File: src/rtl/iar_pkg.sv
// Shared constants and the default stack-entry type for the interrupt/exception
// return-address stack.
package iar_pkg;

  localparam int TRAP_OFFSET = 4;
  localparam int EXC_OFFSET  = 8;

  localparam logic [31:0] DEF_RESET_VECTOR = 32'h0001_0000;
  localparam logic [31:0] DEF_VALID_LIMIT  = 32'h0001_0008;

  typedef struct packed {
    logic [31:0] addr;
    logic [4:0]  cause;
  } iar_entry_t;

endpackage

File: src/rtl/iar_lifo.sv
// LIFO storage for return entries: push, pop, in-place replace of the top, and
// a combinational read of the top entry.
module iar_lifo
  import iar_pkg::*;
#(
  parameter int  DEPTH   = 4,
  parameter type entry_t = iar_entry_t,
  localparam int LW      = $clog2(DEPTH) + 1
) (
  input  logic          clk,
  input  logic          reset,
  input  logic          push,
  input  logic          pop,
  input  logic          replace,
  input  entry_t        wr_data,
  output entry_t        top,
  output logic [LW-1:0] level
);

  localparam int AW = $clog2(DEPTH);

  entry_t        mem [DEPTH];
  logic [LW-1:0] level_reg;
  logic [AW-1:0] top_idx;
  logic [AW-1:0] wr_idx;

  // At level==DEPTH the low bits wrap to 0, so top_idx lands on DEPTH-1.
  assign top_idx = level_reg[AW-1:0] - AW'(1);
  assign wr_idx  = replace ? top_idx : level_reg[AW-1:0];

  always_ff @(posedge clk) begin
    if (push || replace) begin
      mem[wr_idx] <= wr_data;
    end
  end

  always_ff @(posedge clk) begin
    if (reset) begin
      level_reg <= '0;
    end else if (push) begin
      level_reg <= level_reg + LW'(1);
    end else if (pop) begin
      level_reg <= level_reg - LW'(1);
    end
  end

  assign top   = mem[top_idx];
  assign level = level_reg;

endmodule

File: src/rtl/iar_stack.sv
// Nested exception return-address stack: qualifies exceptions, computes the
// return address and drives push/pop/replace on the LIFO; tracks nesting errors.
module iar_stack
  import iar_pkg::*;
#(
  parameter int                ADDR_W       = 32,
  parameter int                DEPTH        = 4,
  parameter int                CAUSE_W      = 5,
  parameter logic [ADDR_W-1:0] RESET_VECTOR = DEF_RESET_VECTOR,
  parameter logic [ADDR_W-1:0] VALID_LIMIT  = DEF_VALID_LIMIT,
  localparam int               LW           = $clog2(DEPTH) + 1
) (
  input  logic               clk,
  input  logic               reset,
  input  logic [ADDR_W-1:0]  pc_8_in,
  input  logic               exception,
  input  logic               trap,
  input  logic               memwrite,
  input  logic               oint_ex,
  input  logic [CAUSE_W-1:0] cause_in,
  input  logic               eret,
  output logic [ADDR_W-1:0]  pc_out,
  output logic [CAUSE_W-1:0] cause_out,
  output logic [LW-1:0]      level,
  output logic               empty,
  output logic               full,
  output logic               nest_err
);

  typedef struct packed {
    logic [ADDR_W-1:0]  addr;
    logic [CAUSE_W-1:0] cause;
  } entry_t;

  logic   trap_store;
  logic   capture;
  logic   push;
  logic   pop;
  logic   replace;
  logic   nest_err_reg;
  entry_t wr_entry;
  entry_t top_entry;

  assign trap_store = (memwrite & oint_ex) | trap;
  assign capture    = exception & (pc_8_in >= VALID_LIMIT);

  assign wr_entry.addr  = trap_store ? (pc_8_in - ADDR_W'(TRAP_OFFSET))
                                     : (pc_8_in - ADDR_W'(EXC_OFFSET));
  assign wr_entry.cause = cause_in;

  // A capture coinciding with eret on an empty stack has nothing to replace.
  assign push    = capture & (~eret | empty) & ~full;
  assign replace = capture & eret & ~empty;
  assign pop     = eret & ~capture & ~empty;

  iar_lifo #(
    .DEPTH   (DEPTH),
    .entry_t (entry_t)
  ) u_lifo (
    .clk     (clk),
    .reset   (reset),
    .push    (push),
    .pop     (pop),
    .replace (replace),
    .wr_data (wr_entry),
    .top     (top_entry),
    .level   (level)
  );

  always_ff @(posedge clk) begin
    if (reset) begin
      nest_err_reg <= 1'b0;
    end else if ((capture & ~eret & full) | (eret & ~capture & empty)) begin
      nest_err_reg <= 1'b1;
    end
  end

  assign empty     = (level == '0);
  assign full      = (level == LW'(DEPTH));
  assign pc_out    = empty ? RESET_VECTOR : top_entry.addr;
  assign cause_out = empty ? '0 : top_entry.cause;
  assign nest_err  = nest_err_reg;

endmodule

File: config.mk
export PLATFORM = sky130hd
export DESIGN_NAME = iar_stack
export DESIGN_NICKNAME = d
export VERILOG_FILES = /design/src/rtl/iar_pkg.sv /design/src/rtl/iar_lifo.sv /design/src/rtl/iar_stack.sv
export SDC_FILE = /design/constraint.sdc
export NUM_CORES = 1
export LEC_CHECK = 0
export CAP_MARGIN = 20
export CORE_UTILIZATION = 50
export DETAILED_ROUTE_END_ITERATION = 7
export PLACE_DENSITY = 0.73
export SLEW_MARGIN = 15
export SYNTH_ARGS = -nofsm -noshare
export SYNTH_HDL_FRONTEND = slang
export SYNTH_HIERARCHICAL = 1
export SYNTH_SLANG_ARGS = --single-unit
export TNS_END_PERCENT = 5
File: constraint.sdc
create_clock -name clk -period 9.6 [get_ports clk]
set_input_delay 1.44 -clock clk [delete_from_list [all_inputs] [get_ports clk]]
set_output_delay 1.44 -clock clk [all_outputs]
set_load 0.02 [all_outputs]
==> results_dict.tcl <==
set metrics [dict create \
    first_global_vias 3664 \
    synth_edf_count 148 \
    post_cts_buffers 0 \
    cts_hold_buf 0 \
    netlist_area_um2 6605 \
    rrSetupSlack_ns 5.58 \
    place_hpwl_mm 8.198 \
    tns_ns 0 \
    layout-drive-gt1-share_pct 16.35 \
    synth_common_cells "edfxtp_1 (148), mux4_2 (37), and2_1 (36)" \
    drcViolationCount 0 \
    rsz0062_at_grt "no" \
    insertedDiodeCount 0 \
    clockBufferDepth 2 \
    largest_reg_flops 148 \
    die_x_um 116.9 \
    setup_viol 0 \
    syn2layout_area_growth_pct 24.93 \
    fin_crit_sh_pct 53.74 \
    clk_transition_reported_paths_ns 0.05 \
    nNetsFinal 514 \
    dr.pass1.iters 4 \
    hold_path.class "reg2reg" \
    initial_core_util_pct 51.71 \
    cts_tree "built" \
    status "complete, no violations" \
    critPathMaxFanout 21 \
    ys_types 41 \
    route.vias.total 3590 \
    yosysWarnings 6 \
    antenna_left 0 \
    worst_pin_slew_ns 0.8174 \
    wl_mm 12.70 \
    postSynth.asyncResetShare_pct 0 \
    required_ns 9.67 \
    clock.fmax_mhz 193.8 \
    hold_viol_final 0 \
    grt_pass1_wl_mm 19.64 \
    track_usage_pct 20.50 \
    synthTopCellsByArea "edfxtp_1 (67%), mux4_2 (13%), and2_1 (3.4%)" \
    wire_per_inst_um 19.56 \
    yosysTopAreaCellShare_pct 67.29 \
    cp.arrival_ns 5.23 \
    endpoint_kind "flip-flop" \
    routed_via_density 5.532 \
    ys_ff_latch 152 \
    row_count 41 \
    grt_max_degree 47 \
    ios 87 \
    cts_buffers 17 \
    syn_area_per_cell_um2 17.90 \
    min_period_ns 5.159 \
    fp.dieH_um 116.9 \
    die_area_um2 13670 \
    leakage_nw 2.701 \
    yosysMostFrequentCell "edfxtp_1" \
    antenna_found_initial 0 \
    yosys.area.top_type "edfxtp_1" \
    gp_congestion 0.7271 \
    synth_nets 418 \
    p_per_area_nw_per_um2 329.7 \
    insertion_delay_ns 0.41 \
    maxSlewViolCount 0 \
    place_area_um2 7661 \
    ys.flop_type "edfxtp_1" \
    h-tree-depth 4 \
    drt_iter0_drc 198 \
    cts.sinks 152 \
    relSlewSlack_pct 44.79 \
    clock-root-buffer "clkbuf_16" \
    cts_resized 0 \
    port_buffers 86 \
    grt-ovfl-total 0 \
    ir_worst_vdd_v 0.0002198 \
    path_class "in2reg" \
    synth.yosys.seq_area_share_pct 68.50 \
    drv_cap 0 \
    fin_area_um2 8252 \
    cp-start-kind "input pin" \
    clock_skew_ns 0.008595 \
    core_area_um2 12770 \
    syn_inst 369 \
]
[power breakdown]
group          internal (W)  total [W]  switching [W]
clock              0.000428   0.000662       0.000234
sequential         0.000919   0.000955      0.0000353
combinational      0.000516    0.00110       0.000588
[stage by stage]
| stage | total power, W | setup slack (ns) | hold WS, ns | util [%] | cells |
|---|---|---|---|---|---|
| after CTS | 0.002753 | 4.442 | 0.5423 | 64.60 | 649 |
| after global placement | 0.002065 | 4.113 | 0.5044 | 59.76 | 617 |
| after detailed placement | 0.002087 | 4.036 | 0.5420 | 59.98 | 618 |
| after global routing | 0.002849 | 4.209 | 0.5882 | 64.60 | 649 |
| after floorplan | 0.001661 | 3.883 | 0.5623 | - | 369 |
| final | 0.002721 | 4.441 | 0.5463 | 64.60 | 649 |
[metal layers]
| metal | track usage (%) | vias to the layer above | routed length (µm) | part of all wire [%] |
|---|---|---|---|---|
| li1 | - | 1648 | - | - |
| met1 | 26.31 | 1805 | 5277 | 42 |
| met2 | 34.00 | 127 | 6488 | 51 |
| met3 | 4.119 | 10 | 800 | 6.3 |
| met4 | 9.536 | 0 | 130 | 1.0 |
| met5 | 0 | - | 0 | 0 |
[worst max-delay path, cell delays in order]
cell and delay [ns]:
clkdlybuf4s50_1 0.48, or4_4 0.55, or3_1 0.44, o41ai_1 0.70, a21oi_1 0.23, nand3b_1 0.31, mux2i_4 0.63, buf_4 0.43
[layout make-up]
cell class / instances / area, µm²
Clock buffer: 19 / 432.9
Tap cell: 172 / 215.2
Multi-Input combinational cell: 196 / 1967
Sequential cell: 152 / 4527
Fill cell: 890 / 4522
Timing Repair Buffer: 93 / 933.4
Clock inverter: 12 / 157.7
Inverter: 5 / 18.77
[cells in the final DEF (no fill, tap or decap), drive strengths merged, types with 2 or more instances in the layout]
master	count
edfxtp	148
mux4	37
clkbuf	19
mux2i	4
inv	5
buf	7
nand2	10
and2	36
nor2	18
nand2b	3
bufinv	4
nor3b	4
or3	6
o21ai	3
o41ai	2
nand3	2
or4	6
dfxtp	4
xor2	23
xnor2	5
clkdlybuf4s50	86
nor3	7
nor4	7
clkinv	7
nor2b	2
ha	4
a21oi	6
[cell families after synthesis]
logic type	after synthesis	share of synthesized area, %
AOI/OAI and AO/OA	16	1.572
xor gates and xnor gates	28	3.713
adders and majority gates	5	1.061
buffers and inverters	21	2.330
DFF	152	68.50
muxes	41	13.22
and+or+nand+nor	106	9.604
[path summary, 6_finish.rpt]
| path | start | endpoint | cells past startpoint |
|---|---|---|---|
| setup / recovery | pc_8_in[7] | u_lifo/mem[3][34]$_DFFE_PP_ | 8 |
| hold / removal | u_lifo/level[2]$_SDFFE_PP0P_ | u_lifo/level[2]$_SDFFE_PP0P_ | 2 |
| setup reg to reg | u_lifo/level[0]$_SDFFE_PP0P_ | u_lifo/mem[0][3]$_DFFE_PP_ | 8 |
| hold reg to reg | u_lifo/level[2]$_SDFFE_PP0P_ | u_lifo/level[2]$_SDFFE_PP0P_ | 2 |
Power figures use the tool's default switching activity.
